File: config.mk
export PLATFORM = sky130hd
export DESIGN_NAME = jtframe_dump_trig
export DESIGN_NICKNAME = d
export VERILOG_FILES = /design/src/rtl/jtframe_dump_trig.sv
export SDC_FILE = /design/constraint.sdc
export NUM_CORES = 1
export LEC_CHECK = 0
export CORE_ASPECT_RATIO = 0.9
export CORE_MARGIN = 2
export CORE_UTILIZATION = 40
export DETAILED_ROUTE_END_ITERATION = 10
export SETUP_SLACK_MARGIN = 0.02
export SYNTH_ARGS = -nofsm -noshare
export SYNTH_HDL_FRONTEND = slang
export SYNTH_SLANG_ARGS = --single-unit
File: constraint.sdc
create_clock -name clk -period 8.5 [get_ports clk]
set_clock_uncertainty 0.15 [all_clocks]
set_input_delay 1.7 -clock clk [delete_from_list [all_inputs] [get_ports clk]]
set_output_delay 1.7 -clock clk [all_outputs]
set_load 0.005 [all_outputs]
File: src/rtl/jtframe_dump_trig.sv
// jtframe_dump_trig: frame-window trigger generator for waveform capture.
// Counts frames on VS falling edges and runs CHANNELS independent capture
// windows (start frame, length, repeat period). Each window's open and close
// is reported as a level plus one-cycle start/stop pulses.
// Optional build macro DUMP_LOADROM_EN: arm on the first falling edge of
// `downloading` after reset instead of right after reset.
module jtframe_dump_trig #(
    parameter int unsigned CHANNELS = 2,
    parameter int unsigned CNTW     = 32
) (
    input  logic                     clk,
    input  logic                     rst,
    input  logic                     vs,
    input  logic                     downloading,
    input  logic [CHANNELS*CNTW-1:0] ch_start,
    input  logic [CHANNELS*CNTW-1:0] ch_len,
    input  logic [CHANNELS*CNTW-1:0] ch_period,
    output logic                     armed,
    output logic [CNTW-1:0]          frame_cnt,
    output logic [CHANNELS-1:0]      dump_on,
    output logic [CHANNELS-1:0]      dump_start,
    output logic [CHANNELS-1:0]      dump_stop
);

    typedef enum logic [1:0] {
        IDLE   = 2'd0,
        WAIT   = 2'd1,
        ACTIVE = 2'd2,
        DONE   = 2'd3
    } ch_state_t;

    logic            vs_l;
    logic            tick;
    logic            arm;
    logic [CNTW-1:0] cnt_nx;

    // Frame tick on VS falling edge; vs_l resets high so no false tick
    assign tick   = vs_l & ~vs;
    assign cnt_nx = (&frame_cnt) ? frame_cnt : frame_cnt + 1'b1;

`ifdef DUMP_LOADROM_EN
    logic dl_l;

    // Arm on the first downloading falling edge; later edges are ignored
    assign arm = ~armed & dl_l & ~downloading;

    // Delayed copy of downloading for edge detection
    always_ff @(posedge clk) begin
        if (rst) dl_l <= 1'b0;
        else     dl_l <= downloading;
    end
`else
    logic unused_downloading;

    assign unused_downloading = downloading;
    // Arm on the first clock after reset is released
    assign arm = ~armed;
`endif

    // VS delay register, arm flag and saturating frame counter
    always_ff @(posedge clk) begin
        if (rst) begin
            vs_l      <= 1'b1;
            armed     <= 1'b0;
            frame_cnt <= '0;
        end else begin
            vs_l <= vs;
            if (arm) begin
                armed     <= 1'b1;
                frame_cnt <= '0;
            end else if (armed && tick) begin
                frame_cnt <= cnt_nx;
            end
        end
    end

    for (genvar n = 0; n < CHANNELS; n++) begin : g_ch
        ch_state_t       st, st_nx;
        logic [CNTW-1:0] start_r, start_nx;
        logic [CNTW-1:0] len_r, len_nx;
        logic [CNTW-1:0] period_r, period_nx;
        logic [CNTW-1:0] rem, rem_nx;
        logic [CNTW:0]   sum;
        logic            open, close;
        logic            on_r, start_p, stop_p;

        // Next-state logic: window open/close decisions and config latch
        always_comb begin
            st_nx     = st;
            start_nx  = start_r;
            len_nx    = len_r;
            period_nx = period_r;
            rem_nx    = rem;
            open      = 1'b0;
            close     = 1'b0;
            sum       = {1'b0, start_r} + {1'b0, period_r};
            case (st)
                IDLE: begin
                    if (arm) begin
                        st_nx     = WAIT;
                        start_nx  = ch_start[n*CNTW +: CNTW];
                        len_nx    = ch_len[n*CNTW +: CNTW];
                        period_nx = ch_period[n*CNTW +: CNTW];
                    end
                end
                WAIT: begin
                    if (tick && cnt_nx >= start_r) begin
                        st_nx  = ACTIVE;
                        rem_nx = len_r;
                        open   = 1'b1;
                    end
                end
                ACTIVE: begin
                    if (tick && len_r != '0) begin
                        if (rem == CNTW'(1)) begin
                            close  = 1'b1;
                            rem_nx = '0;
                            // Overflowing next start cannot be reached: finish instead
                            if (period_r == '0 || sum[CNTW]) begin
                                st_nx = DONE;
                            end else begin
                                st_nx    = WAIT;
                                start_nx = sum[CNTW-1:0];
                            end
                        end else begin
                            rem_nx = rem - 1'b1;
                        end
                    end
                end
                default: st_nx = DONE;
            endcase
        end

        // Channel state and registered outputs
        always_ff @(posedge clk) begin
            if (rst) begin
                st       <= IDLE;
                start_r  <= '0;
                len_r    <= '0;
                period_r <= '0;
                rem      <= '0;
                on_r     <= 1'b0;
                start_p  <= 1'b0;
                stop_p   <= 1'b0;
            end else begin
                st       <= st_nx;
                start_r  <= start_nx;
                len_r    <= len_nx;
                period_r <= period_nx;
                rem      <= rem_nx;
                on_r     <= (st_nx == ACTIVE);
                start_p  <= open;
                stop_p   <= close;
            end
        end

        assign dump_on[n]    = on_r;
        assign dump_start[n] = start_p;
        assign dump_stop[n]  = stop_p;
    end

endmodule

==> flow_metrics.py <==
metrics = {
    "global_routing": {
        "grt_max_degree": 91,
        "use_met2": 0.393,
        "grt_util_all_layers": 0.243,
        "grt_overflow": 0,
        "use_met3": 0.0329,
        "grt_pass1_wl_um": 95000,
        "grt.busiest_layer": "met2",
        "antenna_found_initial": 2,
        "grt_pass1_vias": 17400,
        "grt_use_met1": 0.337,
    },
    "sta": {
        "setup_viol": 0,
        "rsz0062_at_grt": "no",
        "finalMaxSlewViolations": 0,
        "holdWs_ns": 0.323,
        "min_period_ns": 6.27,
        "slew_headroom": 0.182,
        "fin_setup_tns_ns": 0,
        "fin_crit_sh": 0.738,
        "hold_viol": 0,
        "tightest_slew_ns": 1.22,
        "fmax_mhz": 159,
    },
    "logic_synthesis": {
        "ys_top_cells_by_area": "dfxtp_1 32%, ha_1 8.8%, nand2_1 8.8%",
        "ys_warn_count": 0,
        "synthesis.nets": 2834,
        "synth-seq-area-share": 0.318,
        "synthSimpleGateAreaFrac": 0.239,
        "synth_most_common_cell": "nand2_1",
        "yosys-mux-area-fraction": 0.00861,
        "avgSynthCellArea_um2": 7.55,
        "synth_top_family_by_area": "simple AND/OR/NAND/NOR gates",
        "synth_cell_type_count": 85,
        "syn-cell-area_mm2": 0.0189,
        "ys_seq_elements": 300,
        "synth_edf_count": 0,
        "ys_top_cells_by_count": "442 x nand2_1, 300 x dfxtp_1, 265 x a21oi_1, 199 x nor2_1, 133 x ha_1",
        "yosys.area.top_type_share": 0.318,
        "synth_xor_area_frac": 0.0566,
        "async_reset_ff_frac": 0,
        "synth_compound_area_frac": 0.235,
        "synth_top_area_cell": "dfxtp_1",
        "synthFlopType": "dfxtp_1",
        "synthAdderAreaFrac": 0.0902,
        "netlist_instances": 2503,
    },
    "status": {
        "outcome": "finished clean",
    },
    "power": {
        "power_density_mw_per_mm2": 160,
        "leakagePower_nw": 9.25,
        "peakVddDrop_mv": 0.101,
        "finalPower_w": 0.00364,
    },
    "clock_tree": {
        "cts_root_buffer": "clkbuf_16",
        "cts_resized": 0,
        "clk_path_buf_depth": 3,
        "cts_setup_buffers": 0,
        "h-tree-depth": 2,
        "cts-buffers-inserted": 37,
        "clk_latency_ns": 0.56,
        "cts_tree": "built",
        "postCtsHoldBufs": 0,
        "path_clk_slew_ns": 0.06,
        "clock-sinks": 300,
    },
    "drt": {
        "drt-pass1-iter-count": 5,
        "dr_total_vias": 18500,
        "drc": 0,
        "drt_iter0_markers": 1478,
        "via_per_inst": 5.61,
        "wl_per_cell_um": 18.4,
        "route.antenna.remaining_nets": 0,
        "routed_wirelength_um": 60400,
    },
    "critical_path": {
        "worstSetupPathType": "reg -> reg",
        "cp_max_fo": 25,
        "critPathLaunchType": "flip-flop",
        "required_ns": 8.79,
        "critical_path_arrival_ns": 6.56,
        "critPathCaptureType": "flip-flop",
    },
    "min_path": {
        "hold_class": "reg -> reg",
    },
    "run": {
        "cap_violations": 0,
    },
    "floorplanning": {
        "rows": 75,
        "start_util": 0.405,
        "io_pins": 235,
        "fp.dieH_um": 210,
        "chipWidth_um": 233,
        "die-area_mm2": 0.0490,
        "core_area_mm2": 0.0466,
    },
    "placed_design": {
        "gp_congestion": 0.946,
        "dpl.hpwl_um": 44700,
        "dp.cells": 3224,
        "numPortBuffers": 233,
    },
    "finish": {
        "finalNonFillerCells": 3291,
        "drive_gt1_frac": 0.0460,
        "utilization": 0.488,
        "synthToLayoutAreaGrowth_pct": 20.5,
        "nets": 2978,
        "fillerInstances": 4651,
    },
}
[report_power, final]
| group | total, W | internal, W | leakage, nW | switching, W |
|---|---|---|---|---|
| sequential | 0.00153 | 0.00147 | 2.45 | 0.0000594 |
| combinational | 0.000538 | 0.000239 | 6.20 | 0.000298 |
| clock | 0.00158 | 0.000935 | 0.596 | 0.000645 |
| total | 0.00364 | 0.00264 | 9.25 | 0.00100 |
[layer usage]
| layer | vias up | wire length [µm] |
|---|---|---|
| li1 | 9224 | - |
| met1 | 8705 | 28600 |
| met2 | 439 | 27400 |
| met3 | 88 | 2960 |
| met4 | 2 | 1420 |
| met5 | - | 13 |
[sequential cells by signal (all words and copies together), names as in the netlist, 2 cells and up]
| register | cells |
|---|---|
| frame_cnt | 32 |
| g_ch.period_r | 64 |
| g_ch.len_r | 64 |
| g_ch.rem | 64 |
| g_ch.start_r | 64 |
| g_ch.st | 4 |
| g_ch.start_p | 2 |
| g_ch.on_r | 2 |
| g_ch.stop_p | 2 |
[worst max-delay path: stages, from the launching register on]
cell	delay (ns)
dfxtp_1	0.50
and4_1	0.34
nand3_1	0.14
nor4_2	0.70
nand3_1	0.31
nand2_1	0.30
nor2_1	0.08
xor2_1	0.24
ha_1	0.29
a21o_1	0.16
a21o_1	0.18
a21oi_1	0.14
o31ai_1	0.11
a2111oi_0	0.40
o2111ai_1	0.45
a21oi_4	0.72
buf_4	0.43
nor2_1	0.14
a221o_1	0.38
[stage by stage]
stage,worst slack [ns],area (µm²)
after global placement,2.38,21600
final,2.23,22800
after CTS,2.28,22800
after floorplan,3.76,18900
after detailed placement,2.29,21600
after global routing,1.87,22800
[placed cells by master (no fill, tap or decap), types with 79 or more instances in the layout]
master           Yosys  routed
o21ai_0             93      93
nor3_1              81      79
dfxtp_1            300     300
a21oi_1            265     265
inv_1               99      99
nor2_1             199     198
nand2_1            442     441
ha_1               133     133
clkdlybuf4s50_1      0     232
[final cells by class]
class / instances / area (µm²) / share of cell area
Clock inverter: 14 / 128 / 0.00561
Inverter: 100 / 375 / 0.0165
Sequential cell: 300 / 6010 / 0.264
Antenna cell: 1 / 2.50 / 0.000110
Timing Repair Buffer: 254 / 2490 / 0.109
Clock buffer: 52 / 1060 / 0.0468
Tap cell: 616 / 771 / 0.0339
Multi-Input combinational cell: 1954 / 11900 / 0.524
[cell families after synthesis]
family	count (synthesis)
adders and majority gates	135
xor gates and xnor gates	122
muxes	16
AOI/OAI and AO/OA	693
DFF	300
buffers and inverters	249
and+or+nand+nor	988
[path summary, 6_finish.rpt]
| path | from | end | cells past startpoint | slack [ns] |
|---|---|---|---|---|
| min | g_ch[1].len_r[22] | g_ch[1].len_r[22] | 2 | 0.32 |
| max | frame_cnt[12] | g_ch[0].rem[7] | 18 | 2.23 |
| min reg2reg | g_ch[1].len_r[22] | g_ch[1].len_r[22] | 2 | 0.32 |
| max reg2reg | frame_cnt[12] | g_ch[0].rem[7] | 18 | 2.23 |
No activity file was read; power rests on OpenSTA's default activity.
